--- src/rtl/mult_div_unit.sv ---
// Iterative multiply/divide unit owning the HI/LO pair: shift-add multiplier and
// restoring divider, one iteration per clock, with a start/busy/done handshake.
module mult_div_unit #(
    parameter int WIDTH = 32
) (
    input  logic             clk,
    input  logic             reset,
    input  logic             start,
    input  logic [2:0]       op,
    input  logic [WIDTH-1:0] a,
    input  logic [WIDTH-1:0] b,
    output logic             busy,
    output logic             done,
    output logic [WIDTH-1:0] hi,
    output logic [WIDTH-1:0] lo
);

    localparam int CW = (WIDTH > 1) ? $clog2(WIDTH) : 1;

    typedef enum logic [1:0] {
        IDLE   = 2'd0,
        RUN    = 2'd1,
        FINISH = 2'd2
    } state_t;

    state_t                 state_r;
    state_t                 state_next_s;
    logic [CW-1:0]          cnt_r;
    logic [2*WIDTH-1:0]     acc_r;
    logic [WIDTH-1:0]       opd_r;
    logic [WIDTH-1:0]       dividend_r;
    logic                   div_r;
    logic                   neg_q_r;
    logic                   neg_r_r;
    logic                   div0_r;

    logic                   start_arith_s;
    logic                   load_s;
    logic                   iter_s;
    logic                   fin_s;
    logic                   mthi_s;
    logic                   mtlo_s;
    logic [WIDTH:0]         add_s;
    logic [WIDTH:0]         rem_sh_s;
    logic [WIDTH-1:0]       diff_s;
    logic [2*WIDTH-1:0]     mul_next_s;
    logic [2*WIDTH-1:0]     div_next_s;
    logic [WIDTH-1:0]       res_hi_s;
    logic [WIDTH-1:0]       res_lo_s;
    logic [2*WIDTH-1:0]     prod_s;

    function automatic logic [WIDTH-1:0] negate(input logic [WIDTH-1:0] v);
        return ~v + WIDTH'(1);
    endfunction

    function automatic logic [WIDTH-1:0] magnitude(input logic [WIDTH-1:0] v, input logic sgn);
        return (sgn && v[WIDTH-1]) ? negate(v) : v;
    endfunction

    assign start_arith_s = start && !op[2];

    // FSM state register
    always_ff @(posedge clk) begin
        if (reset) begin
            state_r <= IDLE;
        end else begin
            state_r <= state_next_s;
        end
    end

    // FSM next-state logic
    always_comb begin
        state_next_s = state_r;
        case (state_r)
            IDLE: begin
                if (start_arith_s) state_next_s = RUN;
                else               state_next_s = IDLE;
            end
            RUN: begin
                if (cnt_r == CW'(WIDTH - 1)) state_next_s = FINISH;
                else                         state_next_s = RUN;
            end
            FINISH:  state_next_s = IDLE;
            default: state_next_s = IDLE;
        endcase
    end

    // FSM control decode; HI/LO moves are only honoured while idle
    always_comb begin
        load_s = 1'b0;
        iter_s = 1'b0;
        fin_s  = 1'b0;
        mthi_s = 1'b0;
        mtlo_s = 1'b0;
        case (state_r)
            IDLE: begin
                load_s = start_arith_s;
                mthi_s = start && (op == 3'b100);
                mtlo_s = start && (op == 3'b101);
            end
            RUN:     iter_s = 1'b1;
            FINISH:  fin_s  = 1'b1;
            default: load_s = 1'b0;
        endcase
    end

    // One multiply (shift-add) and one divide (restoring) iteration step
    always_comb begin
        add_s      = {1'b0, acc_r[2*WIDTH-1:WIDTH]} + {1'b0, opd_r};
        mul_next_s = acc_r[0] ? {add_s, acc_r[WIDTH-1:1]} : {1'b0, acc_r[2*WIDTH-1:1]};
        rem_sh_s   = {acc_r[2*WIDTH-1:WIDTH], acc_r[WIDTH-1]};
        diff_s     = rem_sh_s[WIDTH-1:0] - opd_r;
        if (rem_sh_s >= {1'b0, opd_r}) begin
            div_next_s = {diff_s, acc_r[WIDTH-2:0], 1'b1};
        end else begin
            div_next_s = {rem_sh_s[WIDTH-1:0], acc_r[WIDTH-2:0], 1'b0};
        end
    end

    // Sign correction and divide-by-zero override of the final result
    always_comb begin
        prod_s = neg_q_r ? (~acc_r + (2*WIDTH)'(1)) : acc_r;
        if (!div_r) begin
            res_hi_s = prod_s[2*WIDTH-1:WIDTH];
            res_lo_s = prod_s[WIDTH-1:0];
        end else if (div0_r) begin
            res_hi_s = dividend_r;
            res_lo_s = {WIDTH{1'b1}};
        end else begin
            res_hi_s = neg_r_r ? negate(acc_r[2*WIDTH-1:WIDTH]) : acc_r[2*WIDTH-1:WIDTH];
            res_lo_s = neg_q_r ? negate(acc_r[WIDTH-1:0]) : acc_r[WIDTH-1:0];
        end
    end

    // Operand latch and iteration datapath (acc = {rem,quo} or running product)
    always_ff @(posedge clk) begin
        if (reset) begin
            acc_r      <= '0;
            opd_r      <= '0;
            dividend_r <= '0;
            cnt_r      <= '0;
            div_r      <= 1'b0;
            neg_q_r    <= 1'b0;
            neg_r_r    <= 1'b0;
            div0_r     <= 1'b0;
        end else if (load_s) begin
            cnt_r      <= '0;
            div_r      <= op[1];
            neg_q_r    <= !op[0] && (a[WIDTH-1] ^ b[WIDTH-1]);
            neg_r_r    <= !op[0] && a[WIDTH-1];
            div0_r     <= op[1] && (b == '0);
            dividend_r <= a;
            if (op[1]) begin
                acc_r <= {{WIDTH{1'b0}}, magnitude(a, !op[0])};
                opd_r <= magnitude(b, !op[0]);
            end else begin
                acc_r <= {{WIDTH{1'b0}}, magnitude(b, !op[0])};
                opd_r <= magnitude(a, !op[0]);
            end
        end else if (iter_s) begin
            acc_r <= div_r ? div_next_s : mul_next_s;
            cnt_r <= cnt_r + CW'(1);
        end else begin
            acc_r <= acc_r;
        end
    end

    // Architectural HI/LO and handshake outputs
    always_ff @(posedge clk) begin
        if (reset) begin
            hi   <= '0;
            lo   <= '0;
            busy <= 1'b0;
            done <= 1'b0;
        end else begin
            busy <= (state_next_s != IDLE);
            done <= fin_s;
            if (fin_s) begin
                hi <= res_hi_s;
                lo <= res_lo_s;
            end else if (mthi_s) begin
                hi <= a;
            end else if (mtlo_s) begin
                lo <= a;
            end else begin
                hi <= hi;
            end
        end
    end

endmodule

--- config.mk ---
export PLATFORM = sky130hd
export DESIGN_NAME = mult_div_unit
export DESIGN_NICKNAME = d
export VERILOG_FILES = /design/src/rtl/mult_div_unit.sv
export SDC_FILE = /design/constraint.sdc
export NUM_CORES = 1
export LEC_CHECK = 0
export ABC_CLOCK_PERIOD_IN_PS = 4800
export CORE_ASPECT_RATIO = 1.5
export CORE_MARGIN = 2
export CORE_UTILIZATION = 40
export DETAILED_ROUTE_END_ITERATION = 16
export GPL_TIMING_DRIVEN = 1
export PLACE_DENSITY = 0.7
export SYNTH_ARGS = -nofsm -noshare
export SYNTH_HDL_FRONTEND = slang
export SYNTH_SLANG_ARGS = --single-unit
export TNS_END_PERCENT = 20
--- constraint.sdc ---
create_clock -name clk -period 4.8 [get_ports clk]
set_input_delay 0.48 -clock clk [delete_from_list [all_inputs] [get_ports clk]]
set_output_delay 0.48 -clock clk [all_outputs]
set_load 0.05 [all_outputs]
# --- After elaboration in Yosys (flattened, before gate mapping) ---
# Cells that the tools add are included.
classes:
  n_addsub: 8
  n_mul: 0
  n_div: 0
  magnitude_cmp: 1
  eq_ne: 6
  shift: 0
  mux: 29
  bitwise: 6
  reduce_logical: 17
op_table:
  columns: ["operator", "count"]
  rows:
  - ["$mux W32", 15]
  - ["$mux W64", 6]
  - ["$add A32 B1 Y32 const B", 4]
  - ["$not A32 Y32", 4]
  - ["$add A64 B1 Y64 const B", 1]
  - ["$not A64 Y64", 1]
  - ["$add A32 B32 Y33", 1]
  - ["$ge A33 B32 Y1", 1]
  - ["$logic_not A32 Y1", 1]
  - ["$sub A32 B32 Y32", 1]
  - ["$reduce_bool A2 Y1", 4]
  - ["$logic_and A1 B1 Y1", 7]
  - ["$eq A3 B3 Y1 const B", 2]
  - ["$mux W1", 6]
  - ["$add A5 B1 Y5 const B", 1]
  - ["$eq A5 B5 Y1 const B", 1]
  - ["$pmux W2 S2", 1]
  - ["$eq A2 B1 Y1 const B", 1]
  - ["$eq A2 B2 Y1 const B", 1]
  - ["$logic_not A1 Y1", 2]
  - ["$logic_not A2 Y1", 1]
  - ["$mux W2", 1]
  - ["$ne A2 B2 Y1 const B", 1]
  - ["$reduce_and A2 Y1", 1]
  - ["other kinds (2)", 2]
word_totals:
  ff_bits: 205
  latchBits: 0
  ramBits: 0
  romBits: 0
  in_bits: 70
  out_inout_bits: 66
  word_cells: 80
  n_memories: 0

# --- Longest topological paths before layout ---
logic_depth:
  depth_word: 6
  mapped_depth: 15
  mapped_depth_nobuf: 14

# --- Worst setup path before layout ---
# No wires, ideal clock.
synth_path:
  kind: "input to register"
  startpoint: "input port a[2]"
  endpoint: "register opd_r[29]"
  setup_time_ns: 0.132
  arrival_time_ns: 3.061
  t_required_ns: 4.668
  path_slack_ns: 1.607
  path_stages: 10
  path_buffers: 1
  path_cell_list: "buf_2 > or3_1 > or4_1 > nand3b_1 > or3_1 > or4_1 > o41ai_2 > xnor2_1 > o211ai_1 > a21oi_1"
synth_via:
  elab_chain_len: 4
synth_lines:
  columns: ["item", "line", "source"]
  rows:
  - ["start, declared", "10", "input logic [WIDTH-1:0] a,"]
  - ["$not A32 Y32", "53", "return ~v + WIDTH'(1);"]
  - ["$add A32 B1 Y32", "53", null]
  - ["$mux W32", "57", "return (sgn && v[WIDTH-1]) ? negate(v) : v;"]
  - ["$mux W32", "153", "if (op[1]) begin"]
  - ["end signal, assigned", "155", "opd_r <= magnitude(b, !op[0]);"]
  - ["end signal, assigned", "158", "opd_r <= magnitude(a, !op[0]);"]
  - ["end, declared", "30", "logic [WIDTH-1:0] opd_r;"]
# No other way between the ends.
# A chain may end at the register's enable or synchronous reset.

# --- Final worst setup path ---
layout_path:
  startpoint: "register opd_r[17]"
  endpoint: "register acc_r[62]"
layout_via:
  elab_chain_len: 5
  elab_cells_between_ends: 8
layout_lines:
  columns: ["item", "line", "source"]
  rows:
  - ["$add A32 B32 Y33 (tied with other cells)", "109", "add_s = {1'b0, acc_r[2*WIDTH-1:WIDTH]} + {1'b0, opd_r};"]
  - ["$mux W64, on equally long branches", "110, 113", null]
  - ["$mux W64 *", "161", "acc_r <= div_r ? div_next_s : mul_next_s;"]
  - ["$mux W64 *", "160", "end else if (iter_s) begin"]
  - ["$mux W64 *", "146", "end else if (load_s) begin"]
  - ["end signal, assigned", "154", "acc_r <= {{WIDTH{1'b0}}, magnitude(a, !op[0])};"]
  - ["end signal, assigned", "161", null]
  - ["end signal, assigned", "164", "acc_r <= acc_r;"]
  - ["end, declared", "29", "logic [2*WIDTH-1:0] acc_r;"]
# Every way passes the cells marked *; elsewhere a longest branch is shown, timed or not. The select of a mux whose other input is x is not followed.

==> Flow_metrics.wiki <==
{| class="wikitable"
! Metric !! Value
|-
| Tot GR Track Use || 0.3078
|-
| Violation count after the first detailed-route iteration || 1,615
|-
| Global-route wire length before repair || 101.4 mm
|-
| Part of the Yosys area used for sequential elements || 0.2463
|-
| Post-synth ARST share || 0
|-
| Total core area || 0.04110 sq mm
|-
| Count of final hold-check violations || 0
|-
| Worst-path fanout max || 33
|-
| Number of distinct standard cells referenced by the synthesized netlist || 73
|-
| Fill cell total of the finished layout || 4,057
|-
| Biggest area contributors in the synthesized netlist || dfxtp_1 25%, a21oi_1 7.3%, xnor2_1 6.6%, nand2_1 6.6%, mux2i_1 6.2%
|-
| Die height || 254.0 um
|-
| Result of the run || finished clean
|-
| Number of warning messages in the yosys log || 0
|-
| Post-CTS setup buffer count || 0
|-
| Critical-path cell with the highest stage delay || o21ai_0
|-
| Setup Crit Path Kind || flop to flop
|-
| Initial cell density of the core || 0.4054
|-
| Commonest cells in the netlist || 291 x nand2_1, 243 x a21oi_1, 205 x dfxtp_1
|-
| Tot Pwr || 5.230 mW
|-
| Count of state elements after synthesis || 205
|-
| Vias in the first global route || 16.90k
|-
| Fin worst setup slack || 0.7193 ns
|-
| Total Nets Final || 2,427
|-
| Global placement routability congestion || 1.013
|-
| Number of H-tree levels || 1
|-
| Quantity of hold-fixing buffers added after cts || 0
|-
| Final Critical Period || 4.081 ns
|-
| Buffers & Inverters on Critical Path || 3
|-
| Mean instance size in the synthesized netlist || 7.405 sq um
|-
| Floorplan die width || 170.6 um
|-
| Cell area after layout || 0.01927 sq mm
|-
| Pin count of the biggest net entering global routing || 79
|-
| Number of enable-type register cells in the synthesized netlist || 0
|-
| Cell family with most CP delay || compound AO/OA/AOI/OAI gates
|-
| Latest clock arrival within the worst-skew pair || 0.55 ns
|-
| TritonCTS clock tree || yes
|-
| Gate count after technology mapping || 2,250
|-
| DRT antenna net count || 0
|-
| Detailed-route wire length || 68.27 mm
|-
| Clock Sink Count || 205
|-
| Site row count || 91
|-
| Post-synthesis to final-layout area growth || 15.66%
|-
| Antenna diode count || 0
|-
| Largest stage delay on the critical path || 0.70 ns
|-
| Unrepaired setup endpoints after global routing || no
|-
| Actual slew at the worst max-slew pin || 1.075 ns
|-
| Placed cell area || 0.01854 sq mm
|-
| Power Density || 271.4 mW/mm^2
|-
| Most frequent cell after synthesis || nand2_1
|-
| Worst-case setup slack after placement || 0.7472 ns
|-
| Clock Tree Buf Depth || 3
|-
| Number of antenna violations at the first check in global routing || 1
|-
| Final core utilization || 0.4688
|-
| Clock root buffer || clkbuf_16
|-
| Number of maximum-capacitance constraint violations || 0
|-
| Remaining Overflow, GRT || 0
|-
| Footprint of the flip-flops and latches || 0.004110 sq mm
|-
| Area leader, netlist || dfxtp_1
|-
| Worst endpoint required time || 5.28 ns
|-
| Maximum vdd ir drop || 0.2342 mV
|-
| Area taken by multi-input logic gates || 0.01155 sq mm
|-
| Type of origin of the critical path || flop
|-
| Worst hold path type || primary input to flop
|-
| Number of max-slew violations in the final report || 0
|-
| Final TNS setup || 0 ns
|-
| Number of remaining DRC errors || 0
|-
| Arrival time reported for the critical path endpoint || 4.56 ns
|-
| Mapped cell area || 0.01666 sq mm
|-
| Via-to-Cell Ratio || 6.147
|-
| Final worst-path cycle share || 0.8501
|-
| Primary FF master, synth || dfxtp_1
|-
| Die Outline Area || 0.04334 sq mm
|-
| Final-report setup violation count || 0
|-
| 1st-pass router iterations || 6
|-
| Maximum operating frequency || 245.1 MHz
|-
| CP endpoint kind || flop
|-
| Count of buffers inserted at the top-level ports || 135
|-
| Max_slew headroom || 0.2834
|-
| Gates resized, CTS repair || 0
|-
| Sequence of cells on the critical path || inv_1, ha_1, inv_1, nor3_1, nor3b_1, o31ai_1, o21ai_0, o21a_1, buf_4, nor3_1, a2111oi_0, a22o_1
|-
| Skew final || 0.01705 ns
|-
| Net Count, Synth || 2,392
|-
| Count of vias placed by the detailed router || 17.56k
|-
| Share of layout cells above drive strength 1 || 0.06612
|-
| Clock-pin slew of the registers on the worst-case setup and hold paths || 0.07 ns
|-
| Number of placed I/O pins || 136
|-
| Half-perimeter wire length after placement || 50.79 mm
|-
| Leak Pwr || 7.199 nW
|-
| Average wire length per cell after detail routing || 23.90 um
|-
| Top-area cell type share of the netlist area || 0.2463
|-
| Number of buffers added by the clock tree synthesis step || 21
|}
-- placed cells by master (no fill, tap or decap), types with 6 or more instances in the layout --
cell type | netlist | routed
a211oi_1 | 35 | 35
o21a_1 | 9 | 9
o211ai_1 | 73 | 73
clkdlybuf4s50_1 | 0 | 133
or4_1 | 14 | 14
o21bai_1 | 6 | 6
or3_1 | 26 | 25
and3_1 | 7 | 7
buf_4 | 1 | 79
nand2b_1 | 18 | 18
nor2b_1 | 30 | 29
or2_2 | 6 | 6
ha_1 | 70 | 70
mux2i_1 | 104 | 104
o22ai_1 | 25 | 25
o21ai_0 | 132 | 131
a221oi_1 | 33 | 33
inv_1 | 68 | 68
a22o_1 | 17 | 17
o41ai_1 | 7 | 7
xnor2_1 | 125 | 125
a21oi_1 | 243 | 242
a21o_1 | 25 | 25
nand4_1 | 15 | 15
nor4_1 | 19 | 19
nor2_1 | 157 | 155
o221ai_1 | 6 | 6
nand3_1 | 24 | 24
a31oi_1 | 21 | 21
a22oi_1 | 27 | 27
clkbuf_16 | 0 | 21
and2_1 | 10 | 10
dfxtp_1 | 205 | 202
nand2_1 | 291 | 291
xor2_1 | 79 | 79
o31ai_1 | 27 | 27
nor3_1 | 25 | 24
-- final timing paths --
| check | start | endpoint | slack, ns | depth (start not counted) |
|---|---|---|---|---|
| worst max register to register | opd_r[17]$_SDFFE_PP0P_ | acc_r[62]$_SDFFE_PP0P_ | 0.72 | 12 |
| worst min register to register | dividend_r[26]$_SDFFE_PP0P_ | dividend_r[26]$_SDFFE_PP0P_ | 0.46 | 2 |
| worst min-delay path | reset | opd_r[12]$_SDFFE_PP0P_ | 0.42 | 2 |
| worst max-delay path | opd_r[17]$_SDFFE_PP0P_ | acc_r[62]$_SDFFE_PP0P_ | 0.72 | 12 |
-- cell families (layout without fill, tap and decap cells) --
| kind of cell | count (synthesis) | after routing | synth area share |
|---|---|---|---|
| AOI/OAI and AO/OA | 726 | 726 | 0.2791 |
| xor gates and xnor gates | 204 | 204 | 0.1072 |
| adders and majority gates | 72 | 72 | 0.05497 |
| buffers and inverters | 270 | 319 | 0.06330 |
| DFF | 205 | 205 | 0.2463 |
| muxes | 108 | 108 | 0.06518 |
| and+or+nand+nor | 665 | 665 | 0.1839 |
-- metrics by stage --
step / hold WS [ns] / instances
after global placement: 0.4410 / 2820
after detailed placement: 0.4465 / 2820
final: 0.4169 / 2857
after floorplan: 0.4360 / 2250
after CTS: 0.3932 / 2857
after global routing: 0.4244 / 2857
-- sequential cells by signal (all words and copies together) (netlist names) --
signal      count
acc_r          64
dividend_r     32
hi             32
lo             32
opd_r          32
cnt_r           5
state_r         2
busy            1
div0_r          1
div_r           1
done            1
neg_q_r         1
neg_r_r         1
-- worst register-to-register path: cells and delay by family (launching register included) --
family,cells,cell delay [ns]
DFF,1,0.62
buffers and inverters,3,0.57
adders and majority gates,1,0.35
and+or+nand+nor,3,0.62
AOI/OAI and AO/OA,5,1.86
-- routing by layer --
layer,global-route usage,vias to the layer above,part of all wire
met5,0,-,0
met3,0.03395,262,0.062
met1,0.3378,8294,0.36
met2,0.5294,862,0.48
li1,-,8143,-
met4,0.2567,0,0.097
-- power by group --
part           switching (mW)  internal [mW]  leakage, nW
Combinational           0.988          0.555         5.18
Sequential              0.103           1.77         1.67
Clock                   0.766           1.05        0.351
Total                    1.86           3.37         7.20
-- cell type report --
type,count,area share
Multi-Input combinational cell,1775,0.5991
Clock inverter,7,0.006168
Timing Repair Buffer,213,0.1001
Tap cell,558,0.03623
Clock buffer,30,0.03162
Sequential cell,205,0.2133
Inverter,69,0.01344
Power figures use the tool's default switching activity.
